`config.mk`:
```
export PLATFORM = sky130hd
export DESIGN_NAME = ram_stream_reader
export DESIGN_NICKNAME = d
export VERILOG_FILES = /design/src/rtl/ram_stream_reader.sv
export SDC_FILE = /design/constraint.sdc
export NUM_CORES = 1
export LEC_CHECK = 0
export CAP_MARGIN = 20
export CELL_PAD_IN_SITES_DETAIL_PLACEMENT = 2
export CELL_PAD_IN_SITES_GLOBAL_PLACEMENT = 2
export CORE_MARGIN = 2
export CORE_UTILIZATION = 30
export CTS_BUF_LIST = sky130_fd_sc_hd__clkbuf_8
export CTS_CLUSTER_DIAMETER = 50
export DETAILED_ROUTE_END_ITERATION = 10
export GPL_TIMING_DRIVEN = 0
export PLACE_DENSITY_LB_ADDON = 0.12
export SLEW_MARGIN = 20
export SYNTH_ARGS = -nofsm -noshare
export SYNTH_HDL_FRONTEND = slang
export SYNTH_SLANG_ARGS = --single-unit
```
`constraint.sdc`:
```
create_clock -name clk -period 2.15 [get_ports clk]
set_clock_uncertainty 0.15 [all_clocks]
set_input_delay 0.3225 -clock clk [delete_from_list [all_inputs] [get_ports clk]]
set_output_delay 0.3225 -clock clk [all_outputs]
set_load 0.1 [all_outputs]
```
`src/rtl/ram_stream_reader.sv`:
```
// ram_stream_reader
//
// Reads a block of consecutive words from a synchronous-read RAM and
// presents them one at a time on a valid/ready stream. Each word takes a
// READ cycle (address presented), a CAPTURE cycle (RAM data arrives and is
// registered), and then sits in SEND until the consumer accepts it.
// Addresses wrap modulo the RAM depth.
//
// Ports
//   clk        : clock, all state changes on its rising edge
//   rst        : asynchronous active-high reset
//   start      : one-cycle sweep request, only looked at while idle
//   base_addr  : first RAM address of the sweep (latched on accept)
//   length     : number of words, 0 .. 2**ADDR_WIDTH (latched on accept)
//   ram_r_en   : RAM read enable, high only in READ
//   ram_addr   : RAM read address, held between reads
//   ram_data   : RAM read data, valid the cycle after ram_r_en
//   out_data   : stream word
//   out_valid  : out_data holds a word
//   out_ready  : consumer accepts the word when out_valid is also high
//   busy       : high whenever not idle
//   done       : one-cycle pulse when a sweep completes
module ram_stream_reader #(
    parameter int DATA_WIDTH = 8,
    parameter int ADDR_WIDTH = 12
) (
    input  logic                  clk,
    input  logic                  rst,
    input  logic                  start,
    input  logic [ADDR_WIDTH-1:0] base_addr,
    input  logic [ADDR_WIDTH:0]   length,
    output logic                  ram_r_en,
    output logic [ADDR_WIDTH-1:0] ram_addr,
    input  logic [DATA_WIDTH-1:0] ram_data,
    output logic [DATA_WIDTH-1:0] out_data,
    output logic                  out_valid,
    input  logic                  out_ready,
    output logic                  busy,
    output logic                  done
);

    localparam logic [2:0] S_IDLE    = 3'd0;
    localparam logic [2:0] S_READ    = 3'd1;
    localparam logic [2:0] S_CAPTURE = 3'd2;
    localparam logic [2:0] S_SEND    = 3'd3;
    localparam logic [2:0] S_FINISH  = 3'd4;

    logic [2:0]            state_reg;
    logic [2:0]            state_next;
    logic [ADDR_WIDTH-1:0] addr_reg;
    logic [ADDR_WIDTH-1:0] ram_addr_reg;
    logic [ADDR_WIDTH:0]   count_reg;
    logic [ADDR_WIDTH:0]   length_reg;
    logic [DATA_WIDTH-1:0] out_data_reg;
    logic                  out_valid_reg;

    logic [ADDR_WIDTH-1:0] addr_inc;
    logic [ADDR_WIDTH:0]   count_inc;
    logic                  handshake;
    logic                  last_word;

    // Natural wrap of the address width gives the modulo-depth wrap.
    assign addr_inc  = addr_reg + 1'b1;
    assign count_inc = count_reg + 1'b1;
    assign handshake = (state_reg == S_SEND) && out_ready;
    assign last_word = (count_inc == length_reg);

    always_comb begin
        state_next = state_reg;
        case (state_reg)
            S_IDLE: begin
                if (start) begin
                    state_next = (length != '0) ? S_READ : S_FINISH;
                end
            end
            S_READ:    state_next = S_CAPTURE;
            S_CAPTURE: state_next = S_SEND;
            S_SEND: begin
                if (out_ready) begin
                    state_next = last_word ? S_FINISH : S_READ;
                end
            end
            S_FINISH:  state_next = S_IDLE;
            default:   state_next = S_IDLE;
        endcase
    end

    always_ff @(posedge clk or posedge rst) begin
        if (rst) begin
            state_reg     <= S_IDLE;
            addr_reg      <= '0;
            ram_addr_reg  <= '0;
            count_reg     <= '0;
            length_reg    <= '0;
            out_data_reg  <= '0;
            out_valid_reg <= 1'b0;
        end else begin
            state_reg <= state_next;

            // Sweep parameters are captured only here, so later changes on
            // base_addr/length (or extra start pulses) cannot disturb a sweep.
            if (state_reg == S_IDLE && start && length != '0) begin
                addr_reg     <= base_addr;
                ram_addr_reg <= base_addr;
                length_reg   <= length;
                count_reg    <= '0;
            end

            if (state_reg == S_CAPTURE) begin
                out_data_reg  <= ram_data;
                out_valid_reg <= 1'b1;
            end

            if (handshake) begin
                out_valid_reg <= 1'b0;
                count_reg     <= count_inc;
                addr_reg      <= addr_inc;
                // The RAM address register only moves on the way into READ,
                // so it holds steady in every other state.
                if (!last_word) begin
                    ram_addr_reg <= addr_inc;
                end
            end
        end
    end

    assign ram_r_en  = (state_reg == S_READ);
    assign ram_addr  = ram_addr_reg;
    assign out_data  = out_data_reg;
    assign out_valid = out_valid_reg;
    assign busy      = (state_reg != S_IDLE);
    assign done      = (state_reg == S_FINISH);

endmodule

```
-- Word level (Yosys, flattened, before mapping)
Index checks and enable logic that the tools add are counted.
- input bits: 37
- register bits: 62
- output and inout bits: 24
- reduce and logical (&&, ||, !) cells: 9
- $add $sub $neg: 2
- muxes and demuxes: 14
- equality and inequality tests: 7
- operators with widths (cell ; count):
    $mux W12 ; 5
    $mux W13 ; 2
    $add A13 B1 Y13 const B ; 1
    $eq A13 B13 Y1 ; 1
    $reduce_bool A13 Y1 ; 1
    $add A12 B1 Y12 const B ; 1
    $mux W3 ; 4
    $pmux W3 S4 ; 1
    $eq A3 B2 Y1 const B ; 2
    $ne A2 B2 Y1 const B ; 2
    $reduce_bool A2 Y1 ; 2
    $eq A3 B1 Y1 const B ; 1
    $eq A3 B3 Y1 const B ; 1
    $logic_and A1 B1 Y1 ; 3
    $logic_not A3 Y1 ; 1
    $reduce_bool A3 Y1 ; 1
    $mux W1 ; 2
    $reduce_and A2 Y1 ; 1

-- Longest topological paths before layout
Gate-level depths: netlist of the first run.
- depth in word-level cells: 6
- depth in mapped cells: 9
- depth with buffers taken out: 7

-- Worst setup path after synthesis of the first run
Ideal clock, no wire load.
- kind: flip-flop to output port
- start: register state_reg[1]
- end: output port done
- path buffers: 1
- path slack: -0.910 ns
- arrival: 2.587 ns
- stages on the path, launching flop included: 3
- cell sequence: dfrtp_1 -> clkbuf_1 -> nor3_1
- cells in the longest elaborated chain, start to end: 1
- RTL lines (element ; line ; RTL):
    start, declared ; 48 ; logic [2:0] state_reg;
    start signal, assigned ; 98 ; state_reg <= state_next;
    $eq A3 B3 Y1 ; 132 ; assign done = (state_reg == S_FINISH);
    end, declared ; 39 ; output logic done
No other way between the ends.

-- Worst setup path after layout of the first run
- start: register count_reg[9]
- end: register ram_addr_reg[1] (netlist: ram_addr[1])
- cells in the longest elaborated chain, start to end: 4
- RTL lines (element ; line ; RTL):
    start, declared ; 52 ; logic [ADDR_WIDTH:0] count_reg;
    start signal, assigned ; 116 ; count_reg <= count_inc;
    $add A13 B1 Y13 ; 64 ; assign count_inc = count_reg + 1'b1;
    $eq A13 B13 Y1 ; 66 ; assign last_word = (count_inc == length_reg);
    $mux W12 ; 120 ; if (!last_word) begin
    $mux W12 ; 114 ; if (handshake) begin
    end signal, assigned ; 104 ; ram_addr_reg <= base_addr;
    end signal, assigned ; 121 ; ram_addr_reg <= addr_inc;
    end, declared ; 51 ; logic [ADDR_WIDTH-1:0] ram_addr_reg;
No other way between the ends.
A chain may end at the register's enable or synchronous reset.

==> flow_metrics.py, run 1 <==
metrics = {
    "timing": {
        "slew_headroom_pct": 33.4,
        "finalWorstSetupSlack_ns": -0.285,
        "setup_viol": 14,
        "tightestPinTransition_ns": 1.00,
        "finalHoldViolations": 0,
        "timing.final.crit_share_pct": 113,
        "grt_setup_unrepaired": "yes",
        "period_minus_slack_ns": 2.43,
        "fin_hold_ws_ns": 0.174,
        "finalMaxSlewViolations": 0,
        "fmax_mhz": 411,
    },
    "hold_path": {
        "hold_class": "input port to async pin",
    },
    "routing": {
        "vias": 3170,
        "drc": 0,
        "drt-total-wl_um": 12200,
        "firstDrtPassIters": 4,
        "drt-initial-drc-count": 96,
        "wl_per_cell_um": 20.2,
        "ant_nets": 0,
        "via_per_inst": 5.24,
    },
    "placed_design": {
        "gp_congestion": 0.762,
        "place_area_sq_um": 4180,
        "portBuffers": 60,
        "dp.cells": 562,
        "hpwlAfterDp_um": 7620,
    },
    "global_routing": {
        "grt_max_degree": 33,
        "grt_antenna_before_repair": 0,
        "grt_pass1_vias": 3403,
        "grt_pass1_wl_um": 18300,
        "grt_overflow": 0,
        "grtUsageTotal_pct": 20.4,
    },
    "floorplan": {
        "dieArea_sq_um": 12000,
        "num_io_pins": 61,
        "core-area_sq_um": 10800,
        "fp.dieW_um": 110,
        "rows": 38,
        "die_y_um": 110,
        "start_util_pct": 30.8,
    },
    "clock_network": {
        "path_clk_slew_ns": 0.08,
        "clk_latency_ns": 0.36,
        "cts_root_buffer": "clkbuf_8",
        "postCtsHoldBufs": 0,
        "cts_tree": "built",
        "cts_buffer_depth": 2,
        "numClockSinks": 62,
        "numCtsBuffers": 9,
        "cts_htree_levels": 3,
    },
    "synth": {
        "synth_seq_cells": 62,
        "synth-seq-area-share_pct": 46.5,
        "synthArstFlopShare_pct": 100,
        "syn_inst": 361,
        "synthAdderAreaFrac_pct": 0.749,
        "ys_types": 50,
        "synth_edf_count": 0,
        "synth_ff_type": "dfrtp_1",
        "syn_nets": 400,
        "synth_xor_area_share_pct": 6.29,
        "syn_area_sq_um": 3340,
        "yosysWarnings": 0,
        "synth-compound-area-share_pct": 14.2,
        "synth_top_family_by_area": "simple AND/OR/NAND/NOR gates",
        "synthMuxAreaShare_pct": 8.73,
        "syn_avg_cell_area_sq_um": 9.25,
        "yosys.area_share.simple_pct": 19.4,
    },
    "pwr": {
        "p_leak_nw": 2.12,
        "powerDensity_nw_per_um2": 1530,
        "ir_worst_vdd_mv": 1.18,
    },
    "setup_path": {
        "worstPathRequired_ns": 2.24,
        "arrival_ns": 2.53,
        "crit_type": "flop to flop",
        "cp_max_fo": 4,
        "cp-end-kind": "flop",
        "critical_path.startpoint_type": "flop",
    },
    "cells_and_area": {
        "num-fill-cells": 1187,
        "multi_input_area_sq_um": 1870,
        "drive_gt1_share_pct": 27.3,
        "synthToLayoutAreaGrowth_pct": 44.5,
        "regArea_sq_um": 1560,
        "stdcell_area_sq_um": 4830,
        "fin_nets": 501,
        "fin_cells": 605,
        "diodes": 0,
    },
    "status": {
        "violations": "setup timing",
        "status": "finished, violations left",
    },
    "job": {
        "drv_cap": 0,
    },
}
## path summary, 6_finish.rpt
check | end | slack, ns | startpoint | cells past startpoint
max in group asynchronous | count_reg[0] | 1.12 | rst | 3
worst min-delay path | out_data[0] | 0.17 | rst | 2
worst max-delay path | ram_addr[1] | -0.28 | count_reg[9] | 7
worst max register to register | ram_addr[1] | -0.28 | count_reg[9] | 7
worst min register to register | out_valid | 0.34 | out_valid | 1
min in group clk | out_valid | 0.34 | out_valid | 1
## metrics by stage
stage | utilization, % | TNS, ns | setup slack (ns) | power, mW
after floorplan | - | -0.286 | -0.0551 | 4.90
after global placement | 38.3 | -110.87 | -1.22 | 5.85
after detailed placement | 38.5 | -37.31 | -1.08 | 5.98
after CTS | 42.6 | -1.59 | -0.168 | 7.23
after global routing | 44.5 | -4.05 | -0.322 | 7.84
final | 44.5 | -3.34 | -0.285 | 7.41
## layout by cell type (no fill, tap or decap), drive strengths merged, types with 3 or more instances in the layout
master and count:
mux2i 19, nor2 20, xnor2 15, nor4 5, and2 3, o21ai 30
nand4 6, o22ai 3, dfrtp 62, xor2 9, clkbuf 16, a21oi 14
and3 9, dlygate4sd2 21, mux2 9, clkdlybuf4s50 36, inv 10, nor3 4
nand3 16, nand2 67, and4 4, buf 48, o31ai 4, a31oi 6
## critical path, stage by stage (launching register included)
cell and delay [ns]:
dfrtp_2 0.43, buf_4 0.16, xnor2_1 0.32, o311ai_1 0.19, o41a_1 0.21, nor4_4 0.33, a31oi_4 0.19, mux2_4 0.33
## repair_timing
action	in CTS	in global routing
gates cloned	1	0
setup buffers	16	17
endpoints found under the hold margin	0	0
pin swaps	12	11
resized for setup	90	40
setup endpoints to repair	77	46
## where the power goes
group	switching, mW	total, mW	leakage (nW)	internal (mW)
clock	0.489	1.00	0.0884	0.516
combinational	2.95	4.31	1.31	1.36
sequential	0.453	2.10	0.730	1.64
## cell type report
cell class,count,area share [%]
sequential,62,32.4
buffer,17,3.06
multi-input combinational,268,38.8
tap,140,3.63
clock inverter,5,1.11
clock buffer,9,2.57
timing repair buffer,95,17.7
inverter,9,0.752
## metal layers
metal / track usage, % / part of all wire (%) / vias to the layer above
li1: - / - / 1477
met1: 26.9 / 45 / 1599
met2: 33.2 / 48 / 78
met3: 4.86 / 4.3 / 16
met4: 6.24 / 1.9 / 0
met5: 0 / 0 / -
## synth_stat cells (6+ instances only)
library cell  number  area, sq um
xnor2_1           15          131
inv_1              9         33.8
a21oi_1           14         70.1
nand4_1            6         37.5
mux2_2             8         90.1
a31oi_1            6         37.5
xor2_1             9         78.8
dfrtp_1           62         1550
nor2_1            20         75.1
nand3_1           16         80.1
nand2_1           66          248
o21ai_0           30          150
and3_1             9         56.3
clkbuf_1          12         45.0
mux2i_1           19          190
## logic make-up (layout without fill, tap and decap cells)
| logic type | after synthesis | in the layout |
|---|---|---|
| buffers and inverters | 31 | 135 |
| adders and majority gates | 2 | 2 |
| and+or+nand+nor | 138 | 138 |
| muxes | 28 | 28 |
| AOI/OAI and AO/OA | 76 | 76 |
| xor gates and xnor gates | 24 | 24 |
| DFF | 62 | 62 |
(Power assumes the default switching activity.)
==> inputs of run 2 (changes only) <==
--- a/config.mk
+++ b/config.mk
@@ -13,6 +13,7 @@
 export CTS_BUF_LIST = sky130_fd_sc_hd__clkbuf_8
 export CTS_CLUSTER_DIAMETER = 50
 export DETAILED_ROUTE_END_ITERATION = 10
+export GPL_ROUTABILITY_DRIVEN = 1
 export GPL_TIMING_DRIVEN = 0
 export PLACE_DENSITY_LB_ADDON = 0.12
 export SLEW_MARGIN = 20
==> results of run 2 <==
No change in the layout: final DEF, timing and power equal those of run 1.
==> inputs of run 3 (changes only) <==
--- a/config.mk
+++ b/config.mk
@@ -16,6 +16,7 @@
 export GPL_ROUTABILITY_DRIVEN = 1
 export GPL_TIMING_DRIVEN = 0
 export PLACE_DENSITY_LB_ADDON = 0.12
+export SKIP_CTS_REPAIR_TIMING = 1
 export SLEW_MARGIN = 20
 export SYNTH_ARGS = -nofsm -noshare
 export SYNTH_HDL_FRONTEND = slang
==> run 3 against run 2 <==
The flow still finishes with violations (setup timing). Design area is 0.78% lower. Routed wire length down 6.6%. Cell count decreased by 1.7%. Global-route usage shrank 1.2 points. Clock power barely moved. Critical path type unchanged. Largest power group unchanged. Highest routed layer unchanged.
==> flow_metrics.py, run 3 (synthesis gave the netlist of run 1 again) <==
metrics = {
    "clock_network": {
        "path_clk_slew_ns": 0.08,
        "numCtsBuffers": 9,
        "numClockSinks": 62,
        "cts_htree_levels": 3,
        "cts_buffer_depth": 2,
        "clk_latency_ns": 0.36,
        "cts_root_buffer": "clkbuf_8",
        "cts_tree": "built",
    },
    "pwr": {
        "ir_worst_vdd_mv": 1.16,
        "powerDensity_nw_per_um2": 1550,
        "p_leak_nw": 2.21,
    },
    "floorplan": {
        "die_y_um": 110,
        "core-area_sq_um": 10800,
        "fp.dieW_um": 110,
        "start_util_pct": 30.8,
        "rows": 38,
        "dieArea_sq_um": 12000,
        "num_io_pins": 61,
    },
    "cells_and_area": {
        "diodes": 0,
        "stdcell_area_sq_um": 4790,
        "fin_nets": 491,
        "final_cell_mix": "nand2_1, dfrtp_1, clkdlybuf4s50_1",
        "drive_gt1_share_pct": 23.1,
        "synthToLayoutAreaGrowth_pct": 43.4,
        "mostFrequentLayoutCell": "nand2_1",
        "regArea_sq_um": 1560,
        "multi_input_area_sq_um": 1840,
        "num-fill-cells": 1210,
    },
    "placed_design": {
        "place_ws_ns": -1.08,
        "gp_congestion": 0.762,
        "portBuffers": 60,
        "hpwlAfterDp_um": 7620,
        "place_area_sq_um": 4180,
    },
    "routing": {
        "wl_per_cell_um": 19.2,
        "drt-initial-drc-count": 112,
        "vias": 3109,
        "firstDrtPassIters": 4,
        "ant_nets": 0,
        "drc": 0,
        "via_per_inst": 5.23,
        "drt-total-wl_um": 11400,
    },
    "global_routing": {
        "grt_max_degree": 33,
        "grt_pass1_vias": 3303,
        "grt_overflow": 0,
        "grt_pass1_wl_um": 17200,
        "grtUsageTotal_pct": 19.2,
        "grt_antenna_before_repair": 0,
    },
    "timing": {
        "setup_tns_ns": -3.24,
        "slew_headroom_pct": 32.6,
        "setup_viol": 13,
        "tightestPinTransition_ns": 1.01,
        "finalMaxSlewViolations": 0,
        "finalHoldViolations": 0,
        "grt_setup_unrepaired": "yes",
        "fmax_mhz": 411,
        "period_minus_slack_ns": 2.43,
        "timing.final.crit_share_pct": 113,
        "finalWorstSetupSlack_ns": -0.282,
    },
    "setup_path": {
        "critical_path.startpoint": "count_reg[9]",
        "worstPathRequired_ns": 2.24,
        "ff2ff_setup_slack_ns": -0.28,
        "r2r-start": "count_reg[9]",
        "cp_max_fo": 7,
        "arrival_ns": 2.53,
        "cp-end-kind": "flop",
        "worstRegToRegCells": 9,
        "r2r-end": "ram_addr[2]",
        "crit_type": "flop to flop",
        "critical_path.startpoint_type": "flop",
        "cp-endpoint": "ram_addr[2]",
    },
    "hold_path": {
        "hold_class": "input port to async pin",
    },
    "job": {
        "drv_cap": 0,
    },
    "status": {
        "violations": "setup timing",
        "status": "finished, violations left",
    },
}
run 3: cell count changes in the layout (fill, tap and decap cells not counted), sizes merged:
cell	delta
dlymetal6s2s	+21
clkbuf	+7
buf	-17
dlygate4sd2	-21
run 3: layout make-up:
type                            count  area share, %
Tap cell                          140           3.66
Inverter                            9          0.758
Sequential cell                    62           32.6
Buffer                             20           3.55
Timing Repair Buffer               82           17.4
Clock inverter                      5           1.12
Multi-Input combinational cell    268           38.3
Clock buffer                        9           2.59
run 3: worst min-delay path by stage:
stage,start,endpoint,slack (ns),depth (start not counted)
finish,rst,out_data[0],0.18,2
global route,rst,out_data[0],0.22,2
CTS,rst,out_data[0],0.19,2
detailed placement,out_valid,out_valid,0.32,1
global placement,out_valid,out_valid,0.31,1
floorplan,length[0],length_reg[0],0.28,2
run 3: worst max-delay path: stages, from the launching register on:
cell and delay, ns:
dfrtp_1 0.38, buf_6 0.13, buf_4 0.13, xnor2_1 0.29
o311ai_1 0.19, o41a_1 0.20, nor4_4 0.33, a31oi_4 0.19
clkbuf_16 0.22, mux2i_1 0.11
run 3: per-layer routing:
layer  routed length (um)  GRT usage (%)  up-vias  part of all wire [%]
met3                  510           4.68       11                   4.5
met1                 5300           26.1     1573                    46
met5                    0              0        -                     0
met4                  138           6.24        0                   1.2
li1                     -              -     1456                     -
met2                 5490           29.9       69                    48
run 3: through the flow:
stage	hold WS, ns	power (mW)	std cells	utilization, %
global placement	0.314	5.85	561	38.3
finish	0.175	7.43	595	44.2
CTS	0.187	7.02	576	40.2
floorplan	0.278	4.90	361	-
detailed placement	0.319	5.98	562	38.5
global route	0.216	7.87	595	44.2
run 3: power breakdown:
part           internal (mW)  switching [mW]  leakage [nW]
combinational           1.46            2.88          1.39
sequential              1.64           0.443         0.731
clock                  0.516           0.487        0.0884
total                   3.62            3.81          2.21
